`src/rtl/mem_stage_if.sv`:
```
// Data-memory bus between the MEM stage and the data memory.
// The master drives the request; the slave returns data and ack.
interface mem_stage_if;
    logic        mem_req_o;
    logic        mem_we_o;
    logic [31:0] mem_addr_o;
    logic [31:0] mem_wdata_o;
    logic [31:0] mem_rdata_i;
    logic        mem_ack_i;

    modport master (
        output mem_req_o,
        output mem_we_o,
        output mem_addr_o,
        output mem_wdata_o,
        input  mem_rdata_i,
        input  mem_ack_i
    );

    modport slave (
        input  mem_req_o,
        input  mem_we_o,
        input  mem_addr_o,
        input  mem_wdata_o,
        output mem_rdata_i,
        output mem_ack_i
    );
endinterface

```
`src/rtl/mem_stage.sv`:
```
// MEM pipeline stage: lw/sw issue with ack/timeout handling.
// Non-memory ops pass through to the writeback bundle in one cycle.
module mem_stage (
    input  logic        clk,
    input  logic        rst,
    input  logic        valid_i,
    input  logic [4:0]  ALUop_i,
    input  logic [31:0] MemAddr_i,
    input  logic [31:0] StoreData_i,
    input  logic [31:0] WriteData_i,
    input  logic [4:0]  WriteDataNum_i,
    input  logic        WriteReg_i,
    output logic        stall_o,
    mem_stage_if.master mem,
    output logic        wb_valid_o,
    output logic        WriteReg_o,
    output logic [4:0]  WriteDataNum_o,
    output logic [31:0] WriteData_o,
    output logic        err_o
);

    localparam logic [0:0] S_IDLE = 1'b0;
    localparam logic [0:0] S_WAIT = 1'b1;

    localparam logic [4:0] OP_LW = 5'b10100;
    localparam logic [4:0] OP_SW = 5'b10101;

    logic [0:0]  r_state;
    logic [3:0]  r_cnt;
    logic        r_is_sw;
    logic [4:0]  r_num;
    logic        r_wen;
    logic        r_req;
    logic        r_we;
    logic [31:0] r_addr;
    logic [31:0] r_wdata;
    logic        r_wb_valid;
    logic        r_wb_we;
    logic [4:0]  r_wb_num;
    logic [31:0] r_wb_data;
    logic        r_err;

    logic w_is_sw;
    logic w_is_mem;
    logic w_misalign;

    assign w_is_sw    = (ALUop_i == OP_SW);
    assign w_is_mem   = (ALUop_i == OP_LW) || w_is_sw;
    assign w_misalign = (MemAddr_i[1:0] != 2'b00);

    always_ff @(posedge clk or posedge rst) begin
        if (rst) begin
            r_state    <= S_IDLE;
            r_cnt      <= 4'd0;
            r_is_sw    <= 1'b0;
            r_num      <= 5'd0;
            r_wen      <= 1'b0;
            r_req      <= 1'b0;
            r_we       <= 1'b0;
            r_addr     <= 32'd0;
            r_wdata    <= 32'd0;
            r_wb_valid <= 1'b0;
            r_wb_we    <= 1'b0;
            r_wb_num   <= 5'd0;
            r_wb_data  <= 32'd0;
            r_err      <= 1'b0;
        end else begin
            // Strobes default low; number/data hold unless rewritten.
            r_wb_valid <= 1'b0;
            r_wb_we    <= 1'b0;
            r_err      <= 1'b0;
            case (r_state)
                S_IDLE: begin
                    if (valid_i) begin
                        if (!w_is_mem) begin
                            r_wb_valid <= 1'b1;
                            r_wb_we    <= WriteReg_i;
                            r_wb_num   <= WriteDataNum_i;
                            r_wb_data  <= WriteData_i;
                        end else if (w_misalign) begin
                            r_wb_valid <= 1'b1;
                            r_err      <= 1'b1;
                            r_wb_num   <= WriteDataNum_i;
                            r_wb_data  <= 32'd0;
                        end else begin
                            r_state <= S_WAIT;
                            r_cnt   <= 4'd0;
                            r_req   <= 1'b1;
                            r_we    <= w_is_sw;
                            r_addr  <= MemAddr_i;
                            r_wdata <= StoreData_i;
                            r_is_sw <= w_is_sw;
                            r_num   <= WriteDataNum_i;
                            r_wen   <= WriteReg_i;
                        end
                    end
                end
                S_WAIT: begin
                    if (mem.mem_ack_i) begin
                        r_state    <= S_IDLE;
                        r_req      <= 1'b0;
                        r_we       <= 1'b0;
                        r_wb_valid <= 1'b1;
                        r_wb_num   <= r_num;
                        r_wb_we    <= r_is_sw ? 1'b0 : r_wen;
                        r_wb_data  <= r_is_sw ? 32'd0 : mem.mem_rdata_i;
                    end else if (r_cnt == 4'd15) begin
                        r_state    <= S_IDLE;
                        r_req      <= 1'b0;
                        r_we       <= 1'b0;
                        r_wb_valid <= 1'b1;
                        r_err      <= 1'b1;
                        r_wb_num   <= r_num;
                        r_wb_data  <= 32'd0;
                    end else begin
                        r_cnt <= r_cnt + 4'd1;
                    end
                end
                default: r_state <= S_IDLE;
            endcase
        end
    end

    assign stall_o          = (r_state == S_WAIT);
    assign mem.mem_req_o    = r_req;
    assign mem.mem_we_o     = r_we;
    assign mem.mem_addr_o   = r_addr;
    assign mem.mem_wdata_o  = r_wdata;
    assign wb_valid_o       = r_wb_valid;
    assign WriteReg_o       = r_wb_we;
    assign WriteDataNum_o   = r_wb_num;
    assign WriteData_o      = r_wb_data;
    assign err_o            = r_err;

endmodule

```
`src/flat_wrapper.sv`:
```
// flat-port wrapper written by rule: the top's interface ports become plain ports
module mem_stage_flat 
  (clk, rst, valid_i, ALUop_i, MemAddr_i, StoreData_i, WriteData_i, WriteDataNum_i, WriteReg_i, stall_o, wb_valid_o, WriteReg_o, WriteDataNum_o, WriteData_o, err_o, mem_mem_req_o, mem_mem_we_o, mem_mem_addr_o, mem_mem_wdata_o, mem_mem_rdata_i, mem_mem_ack_i);
  mem_stage_if mem_i ();
  input  logic clk;
  input  logic rst;
  input  logic valid_i;
  input  logic [4:0] ALUop_i;
  input  logic [31:0] MemAddr_i;
  input  logic [31:0] StoreData_i;
  input  logic [31:0] WriteData_i;
  input  logic [4:0] WriteDataNum_i;
  input  logic WriteReg_i;
  output logic stall_o;
  output logic wb_valid_o;
  output logic WriteReg_o;
  output logic [4:0] WriteDataNum_o;
  output logic [31:0] WriteData_o;
  output logic err_o;
  output wire logic [$bits(mem_i.mem_req_o)-1:0] mem_mem_req_o;
  output wire logic [$bits(mem_i.mem_we_o)-1:0] mem_mem_we_o;
  output wire logic [$bits(mem_i.mem_addr_o)-1:0] mem_mem_addr_o;
  output wire logic [$bits(mem_i.mem_wdata_o)-1:0] mem_mem_wdata_o;
  input wire logic [$bits(mem_i.mem_rdata_i)-1:0] mem_mem_rdata_i;
  input wire logic [$bits(mem_i.mem_ack_i)-1:0] mem_mem_ack_i;
  assign mem_mem_req_o = mem_i.mem_req_o;
  assign mem_mem_we_o = mem_i.mem_we_o;
  assign mem_mem_addr_o = mem_i.mem_addr_o;
  assign mem_mem_wdata_o = mem_i.mem_wdata_o;
  assign mem_i.mem_rdata_i = mem_mem_rdata_i;
  assign mem_i.mem_ack_i = mem_mem_ack_i;
  mem_stage u_core (.clk(clk), .rst(rst), .valid_i(valid_i), .ALUop_i(ALUop_i), .MemAddr_i(MemAddr_i), .StoreData_i(StoreData_i), .WriteData_i(WriteData_i), .WriteDataNum_i(WriteDataNum_i), .WriteReg_i(WriteReg_i), .stall_o(stall_o), .mem(mem_i), .wb_valid_o(wb_valid_o), .WriteReg_o(WriteReg_o), .WriteDataNum_o(WriteDataNum_o), .WriteData_o(WriteData_o), .err_o(err_o));
endmodule
```
`config.mk`:
```
export PLATFORM = sky130hd
export DESIGN_NAME = mem_stage_flat
export DESIGN_NICKNAME = d
export VERILOG_FILES = /design/src/rtl/mem_stage_if.sv /design/src/rtl/mem_stage.sv /design/src/flat_wrapper.sv
export SDC_FILE = /design/constraint.sdc
export NUM_CORES = 1
export LEC_CHECK = 0
export BUFFER_PORTS_ARGS = -buffer_cell sky130_fd_sc_hd__buf_2
export CORE_ASPECT_RATIO = 1.25
export CORE_UTILIZATION = 49
export DETAILED_ROUTE_END_ITERATION = 10
export PLACE_DENSITY_LB_ADDON = 0.2
export SLEW_MARGIN = 20
export SYNTH_ARGS = -nofsm -noshare
export SYNTH_HDL_FRONTEND = slang
export SYNTH_SLANG_ARGS = --single-unit
```
`constraint.sdc`:
```
create_clock -name clk -period 6.75 [get_ports clk]
set_input_delay 0 -clock clk [delete_from_list [all_inputs] [get_ports clk]]
set_output_delay 0 -clock clk [all_outputs]
set_load 0.05 [all_outputs]
```
## After elaboration in Yosys (flattened, before gate mapping)

Cells that the tools add are included.

- Flip-flop bits (word level): 118
- Input port bits: 143
- Output and inout port bits: 107

- Bitwise operators: 2
- Equal/unequal tests: 10
- Reduce and logical (&&, ||, !) cells: 6
- Muxes and demuxes: 50
- $add $sub $neg: 1

Operators with widths:

| operator | count |
|---|---|
| 2-to-1 mux 32 bit | 6 |
| one-hot mux 32 bit (2 select lines) | 1 |
| 2-to-1 mux 1 bit | 25 |
| 2-to-1 mux 5 bit | 5 |
| 2-to-1 mux 4 bit | 5 |
| one-hot mux 1 bit (2 select lines) | 6 |
| == test 5 bit (second input constant) | 2 |
| one-hot mux 5 bit (2 select lines) | 1 |
| inequality test 2 bit (second input constant) | 4 |
| one-hot mux 4 bit (2 select lines) | 1 |
| AND reduction 4 bit | 2 |
| inequality test 3 bit (second input constant) | 2 |
| AND reduction 5 bit | 1 |
| adder 4 x 1 -> 4 bit (second input constant) | 1 |
| == test 4 bit (second input constant) | 1 |
| AND reduction 3 bit | 1 |
| inequality test 2 x 1 -> 1 bit (second input constant) | 1 |
| inverter 1 bit | 2 |
| nonzero test 2 bit | 1 |
| logical OR 1 bit | 1 |

## Depth between registers and ports, before layout

Gate-level depths: netlist (run 1).

- Word-level depth: 5
- Mapped depth: 7

## Least setup slack after synthesis (run 1)

OpenSTA, ideal clock, no wires.

- Kind: register -> register
- Start: register u_core.r_cnt[0]
- End: register u_core.r_wb_data[10], in the netlist u_core.WriteData_o[10]
- Cell stages (with the launch flop): 8
- Setup slack: 4.917 ns
- Data arrival time: 1.708 ns
- Path buffers: 2
- Cell sequence: dfrtp_1 ha_1 and3_1 o21ai_2 a21boi_4 buf_6 buf_12 mux2_4

- Longest elaborated chain between the ends: 3

Ends and longest elaborated chain:

| what | line | RTL |
|---|---|---|
| start: declaration | mem_stage.sv:29 | `logic [3:0] r_cnt;` |
| start signal: assignment | mem_stage.sv:116 | `r_cnt <= r_cnt + 4'd1;` |
| == test 4 bit | mem_stage.sv:107 | `end else if (r_cnt == 4'd15) begin` |
| inequality test 3 bit (no source line) | -- |  |
| AND reduction 3 bit (no source line) | -- |  |
| end signal: assignment | mem_stage.sv:79 | `r_wb_data <= WriteData_i;` |
| end signal: assignment | mem_stage.sv:106 | `r_wb_data <= r_is_sw ? 32'd0 : mem.mem_rdata_i;` |
| end: declaration | mem_stage.sv:40 | `logic [31:0] r_wb_data;` |

Every way passes these cells.
A chain may end at the register's enable or synchronous reset.

## Worst setup path after layout (run 1)

- Start: register u_core.r_state, in the netlist u_core.stall_o
- End: register u_core.r_we, in the netlist u_core.mem.mem_we_o

- Longest elaborated chain between the ends: 3
- Elaborated cells between the ends (all ways): 7

Ends and longest elaborated chain:

| what | line | RTL |
|---|---|---|
| start: declaration | mem_stage.sv:28 | `logic [0:0] r_state;` |
| start signal: assignment | mem_stage.sv:53 | `r_state <= S_IDLE;` |
| start signal: assignment | mem_stage.sv:86 | `r_state <= S_WAIT;` |
| start signal: assignment | mem_stage.sv:100 | `r_state <= S_IDLE;` |
| inverter 1 bit (no source line) | -- |  |
| inequality test 2 x 1 -> 1 bit (no source line) or inequality test 2 bit (tied branches) | -- |  |
| AND reduction 4 bit (no source line) | -- |  |
| end signal: assignment | mem_stage.sv:89 | `r_we <= w_is_sw;` |
| end: declaration | mem_stage.sv:34 | `logic r_we;` |

Parallel ways exist; a longest one is shown, timed or not.

==> results of run 1 <==
==> report_power, final <==
group          internal, mW  switching (mW)  total, mW  leakage (nW)
Clock                 0.692           0.302      0.994         0.327
Combinational         0.208           0.430      0.638          2.81
Sequential            0.795          0.0526      0.848          1.52
==> registers in the layout, summed over array words and instances, names as in the netlist, 4 cells and up <==
register,cells
u_core.r_cnt,4
u_core.mem.mem_addr_o,32
u_core.WriteDataNum_o,5
u_core.WriteData_o,32
u_core.mem.mem_wdata_o,32
u_core.r_num,5
==> layout make-up <==
type                            count  area share, %
Timing Repair Buffer              392           32.1
Inverter                            2          0.120
Clock buffer                       23           5.87
Multi-Input combinational cell    322           22.4
Clock inverter                      9           2.05
Tap cell                          126           1.90
Sequential cell                   118           35.5
==> cell families (layout without fill, tap and decap cells) <==
| kind of cell | count (synthesis) | in the layout | synth area share (%) |
|---|---|---|---|
| AO/OA/AOI/OAI | 37 | 37 | 6.50 |
| XOR/XNOR | 2 | 2 | 0.350 |
| adder cells (fa/ha/maj) | 1 | 1 | 0.250 |
| buffers and inverters | 30 | 426 | 4.05 |
| flip-flops | 118 | 118 | 59.0 |
| multiplexers | 42 | 42 | 10.9 |
| AND/OR/NAND/NOR | 240 | 240 | 18.9 |
==> metrics by stage <==
step | area (um^2) | setup WS, ns | util, % | hold WS (ns)
after floorplan | 5000 | 3.62 | - | 0.105
after CTS | 8300 | 3.88 | 85.1 | 0.113
after global routing | 8310 | 3.68 | 85.1 | 0.193
after global placement | 6250 | 4.48 | 64.1 | 0.188
final | 8310 | 3.85 | 85.1 | 0.196
after detailed placement | 6250 | 4.44 | 64.1 | 0.193
==> layout by cell type (no fill, tap or decap), types with 3 or more instances in the layout <==
master         netlist  final
nor2_1               4      3
clkinv_2             0      4
bufinv_16            0      5
clkbuf_8             0      4
dlygate4sd3_1        0    139
mux2_2              23     23
buf_2               16    249
buf_4                2      4
nand3_1              8      7
nand2_1            216    216
clkbuf_16            0     17
a22o_1              31     31
dfrtp_1            118    118
mux2_4              19     19
==> worst reg2reg max path: cells and delay by family (launching register included) <==
family                 cells  cell delay [ns]
and+or+nand+nor            4             1.17
buffers and inverters      2             1.06
DFF                        1             0.56
==> layer usage <==
metal | GRT usage, % | part of all wire [%] | vias to the layer above
li1 | - | - | 2292
met1 | 35.7 | 36 | 2373
met4 | 19.3 | 4.3 | 0
met3 | 8.86 | 7.2 | 56
met5 | 0 | 0 | -
met2 | 58.8 | 53 | 249
==> Yosys cell counts (3+ instances only) <==
| cell | number | area share (%) |
|---|---|---|
| dfrtp_1 | 118 | 59 |
| nand2_1 | 216 | 16 |
| a22o_1 | 31 | 5.4 |
| buf_6 | 4 | 0.90 |
| buf_2 | 16 | 1.6 |
| nor2_1 | 4 | 0.30 |
| mux2_2 | 23 | 5.2 |
| mux2_4 | 19 | 5.7 |
| nand3_1 | 8 | 0.80 |
| and2_1 | 3 | 0.38 |
==> worst min path at each step <==
stage / start / end / slack (ns) / cells past startpoint
4_1_cts: valid_i / u_core.WriteReg_o$_DFF_PP0_ / 0.11 / 4
6_report: valid_i / u_core.WriteReg_o$_DFF_PP0_ / 0.20 / 4
2_1_floorplan: MemAddr_i[10] / u_core.mem.mem_addr_o[10]$_DFFE_PP0P_ / 0.11 / 2
3_5_place_dp: StoreData_i[2] / u_core.mem.mem_wdata_o[2]$_DFFE_PP0P_ / 0.19 / 3
3_3_place_gp: StoreData_i[24] / u_core.mem.mem_wdata_o[24]$_DFFE_PP0P_ / 0.19 / 3
5_1_grt: valid_i / u_core.WriteReg_o$_DFF_PP0_ / 0.19 / 4
==> summary.txt, run 1 <==
CTS
  • Inserted Clock Buffers: 17
  • Worst-case clock buffer depth: 2
  • CTS H-tree depth: 4
  • Hold Buf Count CTS: 139
  • Total of cells resized after clock tree synthesis: 0
  • Clk root buf: clkbuf_16
  • Post-CTS setup buffers: 0
  • Clk_lat worst skew: 0.41 ns
  • CTS tree: done
  • CTS Sinks: 118
  • Clock transition at the registers of the reported paths: 0.05 ns

Synthesis
  • Syn Nets: 614
  • Synth cell types: 30
  • Syn avg cell area: 10.6 um^2
  • Number of synthesized flops with an enable pin: 0
  • Mapped Area: 5000 um^2
  • Ys Warns: 0
  • Top_reg_cell synth: dfrtp_1
  • Async SR Flop Fraction: 100%
  • Synth Register Bits: 118
  • Post-Synthesis Cells: 470
  • Sequential area share after synthesis: 59.0%

Critical path
  • Worst-path fanout max: 49
  • Critical Path Max Stage Delay: 0.56 ns
  • Worst EP required: 7.04 ns
  • Worst Reg-to-Reg Cells: 6
  • Reg-to-reg endpoint: u_core.mem.mem_we_o$_DFFE_PP0P_
  • Crit path capture type: flop
  • Setup crit end: u_core.mem.mem_we_o$_DFFE_PP0P_
  • Critical Path Start: u_core.stall_o$_DFF_PP0_
  • Cell Chain, Critical Path: and2b_1 > nand3_2 > buf_4 > nand3_1 > nand2_1 > dlygate4sd3_1
  • Reg-to-Reg Start: u_core.stall_o$_DFF_PP0_
  • Slowest cell on the critical path: dfrtp_1
  • Worst Path Arrival: 3.19 ns
  • Flop-to-flop setup slack: 3.85 ns
  • Cell depth of the worst setup path: 6
  • CP delay by family, top: simple AND/OR/NAND/NOR gates
  • Startpoint types: flop
  • Crit path kind: reg -> reg
  • Worst Path Buf+Inv: 2

STA
  • Period utilisation layout: 43.0%
  • FMAX: 345 MHz
  • Unrepaired setup endpoints after global routing: no
  • Final setup fails: 0
  • Clk_skew: 0.00847 ns
  • Worst slew margin: 46.4%
  • Setup TNS: 0 ns
  • Final hold vios: 0
  • Final Max Tran Viols: 0
  • Tmin final: 2.90 ns
  • Tightest Pin Transition: 0.803 ns

Cells and area
  • Diode count: 0
  • FF/Latch Area: 2950 um^2
  • Layout Nets: 997
  • Share of layout cells above drive strength 1: 38.6%
  • Fillcell total: 494
  • Area grow syn2layout: 66.1%
  • Non-Filler Instances: 992
  • Area of the multi-input gates: 1860 um^2

Min path
  • Min-delay worst type: in -> reg

Place
  • GPL Wtd Cong: 0.772
  • Number of port buffers: 249
  • Placed Cells: 821
  • DP HPWL: 8760 um

Pwr
  • Leakage: 4.66 nW
  • Worst vdd ir: 201 uV
  • Total power: 2.48 mW
  • Power Density: 298 nW/um^2

Floorplan
  • DIE HEIGHT: 115 um
  • Die Width: 92.4 um
  • Die area: 10,600 um^2
  • Core Rows: 40
  • Core Box Area: 9760 um^2
  • Ports: 250
  • Initial Utilization: 51.3%

Global routing
  • Largest net degree at the start of global routing: 68
  • Grt ovf: 0
  • First-pass GRT wire length: 26,500 um
  • Vias in the first global route: 5,317
  • Gr usage total: 33.2%
  • Initial antenna violation count: 0

Detailed routing
  • Antenna Nets Post-Route: 0
  • Via density: 5.01
  • WL/cell: 17.2 um
  • Via count: 4,970
  • DR pass1 iterations: 4
  • DRC marker count from the first detailed-route iteration: 350
  • Total wire length: 17,100 um
  • # DRC: 0

Run status
  • Status: complete, no violations

Job
  • Max_cap viols: 0
No activity file was read; power rests on OpenSTA's default activity.
==> run 2: changes to the inputs <==
--- a/config.mk
+++ b/config.mk
@@ -7,7 +7,7 @@
 export LEC_CHECK = 0
 export BUFFER_PORTS_ARGS = -buffer_cell sky130_fd_sc_hd__buf_2
 export CORE_ASPECT_RATIO = 1.25
-export CORE_UTILIZATION = 49
+export CORE_UTILIZATION = 46
 export DETAILED_ROUTE_END_ITERATION = 10
 export PLACE_DENSITY_LB_ADDON = 0.2
 export SLEW_MARGIN = 20
==> constraint.sdc (replaced) <==
create_clock -name clk -period 2.9 [get_ports clk]
set_input_delay 0 -clock clk [delete_from_list [all_inputs] [get_ports clk]]
set_output_delay 0 -clock clk [all_outputs]
set_load 0.05 [all_outputs]
==> run 2 against run 1 <==
  * Final area down 1.1%
  * Clock-buffer cell count increased by 2
  * Sequential share of layout area is 0.39 points higher
  * Largest cell class unchanged
  * Die area up 6.4%
  * Fmax up 27%
  * Cell count up 0.60%
==> summary.txt, run 2 (synthesis results as in run 1) <==
STA
  • Final hold vios: 0
  • Fin Hold WS: 0.0483 ns
  • Period utilisation layout: 79.0%
  • Unrepaired setup endpoints after global routing: no
  • Setup WS post-layout: 0.608 ns
  • Tightest Pin Transition: 0.657 ns
  • Tmin final: 2.29 ns
  • Worst slew margin: 56.2%
  • Setup TNS: 0 ns
  • Clk_skew: 0.00765 ns
  • Final Max Tran Viols: 0
  • Final setup fails: 0
  • FMAX: 436 MHz

CTS
  • Total of cells resized after clock tree synthesis: 0
  • CTS Sinks: 118
  • Worst-case clock buffer depth: 2
  • Inserted Clock Buffers: 17
  • Clock transition at the registers of the reported paths: 0.05 ns
  • CTS H-tree depth: 4
  • Hold Buf Count CTS: 135
  • Clk_lat worst skew: 0.40 ns
  • CTS tree: done
  • Clk root buf: clkbuf_16
  • Post-CTS setup buffers: 0

Run status
  • Status: complete, no violations

Detailed routing
  • DRC marker count from the first detailed-route iteration: 186
  • # DRC: 0
  • Antenna Nets Post-Route: 0
  • DR pass1 iterations: 4
  • Via count: 4,899
  • Total wire length: 15,900 um
  • Via density: 4.91
  • WL/cell: 16.0 um

Cells and area
  • Final Instance Area: 8220 um^2
  • Area grow syn2layout: 64.3%
  • Commonest non-fill, non-tap cells in the layout: buf_2, nand2_1, dlygate4sd3_1, dfrtp_1, a22o_1
  • Most common cell after layout, fill and taps aside: buf_2
  • Share of layout cells above drive strength 1: 38.5%
  • FF/Latch Area: 2950 um^2
  • Fillcell total: 650
  • Area of the multi-input gates: 1860 um^2
  • Layout Nets: 999

Pwr
  • Worst vdd ir: 451 uV
  • Leakage: 4.60 nW
  • Total power: 5.26 mW
  • Power Density: 640 nW/um^2

Floorplan
  • Die Width: 95.3 um
  • Die area: 11,300 um^2
  • Initial Utilization: 47.4%
  • Core Box Area: 10,600 um^2
  • Core Rows: 42
  • Ports: 250
  • DIE HEIGHT: 119 um

Place
  • Post-Place Cell Area: 6340 um^2
  • Pre-CTS setup slack: 0.667 ns
  • DP HPWL: 8820 um
  • Number of port buffers: 249
  • GPL Wtd Cong: 0.784

Critical path
  • Worst EP required: 3.18 ns
  • Crit path kind: reg -> reg
  • Crit path capture type: flop
  • Worst Path Arrival: 2.57 ns
  • Worst-path fanout max: 32
  • Startpoint types: flop

Min path
  • Min-delay worst type: in -> reg

Global routing
  • Grt ovf: 0
  • Largest net degree at the start of global routing: 119
  • Initial antenna violation count: 2
  • Gr usage total: 28.8%
  • First-pass GRT wire length: 24,400 um
  • Vias in the first global route: 5,124

Job
  • Max_cap viols: 0
==> run 2: worst max-delay path: stages, from the launching register on <==
cell and delay [ns]:
dfrtp_1 0.54, and2_1 0.22, buf_4 0.24, a22o_1 0.28
dlygate4sd3_1 0.58, mux2_4 0.29
==> run 2: path summary, 6_finish.rpt <==
kind / startpoint / endpoint / slack [ns] / cells after the start
min in group asynchronous: rst / u_core.mem.mem_addr_o[16]$_DFFE_PP0P_ / 0.31 / 4
worst max-delay path: u_core.stall_o$_DFF_PP0_ / u_core.WriteData_o[11]$_DFFE_PP0P_ / 0.61 / 5
worst min register to register: u_core.mem.mem_addr_o[7]$_DFFE_PP0P_ / u_core.mem.mem_addr_o[7]$_DFFE_PP0P_ / 0.47 / 2
worst max register to register: u_core.stall_o$_DFF_PP0_ / u_core.WriteData_o[11]$_DFFE_PP0P_ / 0.61 / 5
max in group asynchronous: rst / u_core.WriteData_o[18]$_DFFE_PP0P_ / 2.05 / 4
worst min-delay path: mem_mem_rdata_i[30] / u_core.WriteData_o[30]$_DFFE_PP0P_ / 0.05 / 3
==> run 2: layer usage <==
metal / vias up / track usage, % / wire, um
met5: - / 0 / 8
met4: 2 / 13.4 / 529
met3: 47 / 9.27 / 1190
met2: 220 / 50.2 / 8410
met1: 2337 / 30.8 / 5790
li1: 2293 / - / -
==> run 2: final cells by class <==
class / count / share of cell area, %
sequential: 118 / 35.9
timing repair buffer: 394 / 33.0
multi-input combinational: 322 / 22.6
clock buffer: 25 / 6.03
tap: 132 / 2.01
clock inverter: 4 / 0.274
inverter: 2 / 0.137
antenna: 1 / 0.0305
==> run 2: through the flow <==
stage | utilization, % | std cells
CTS | 77.7 | 996
floorplan | - | 470
finish | 77.8 | 998
detailed placement | 60.0 | 832
global route | 77.8 | 998
global placement | 60.0 | 832
==> run 2: where the power goes <==
group          internal [mW]  leakage, nW  switching [mW]
Clock                   1.16        0.255           0.666
Sequential              1.85         1.52           0.113
Combinational          0.483         2.82           0.985
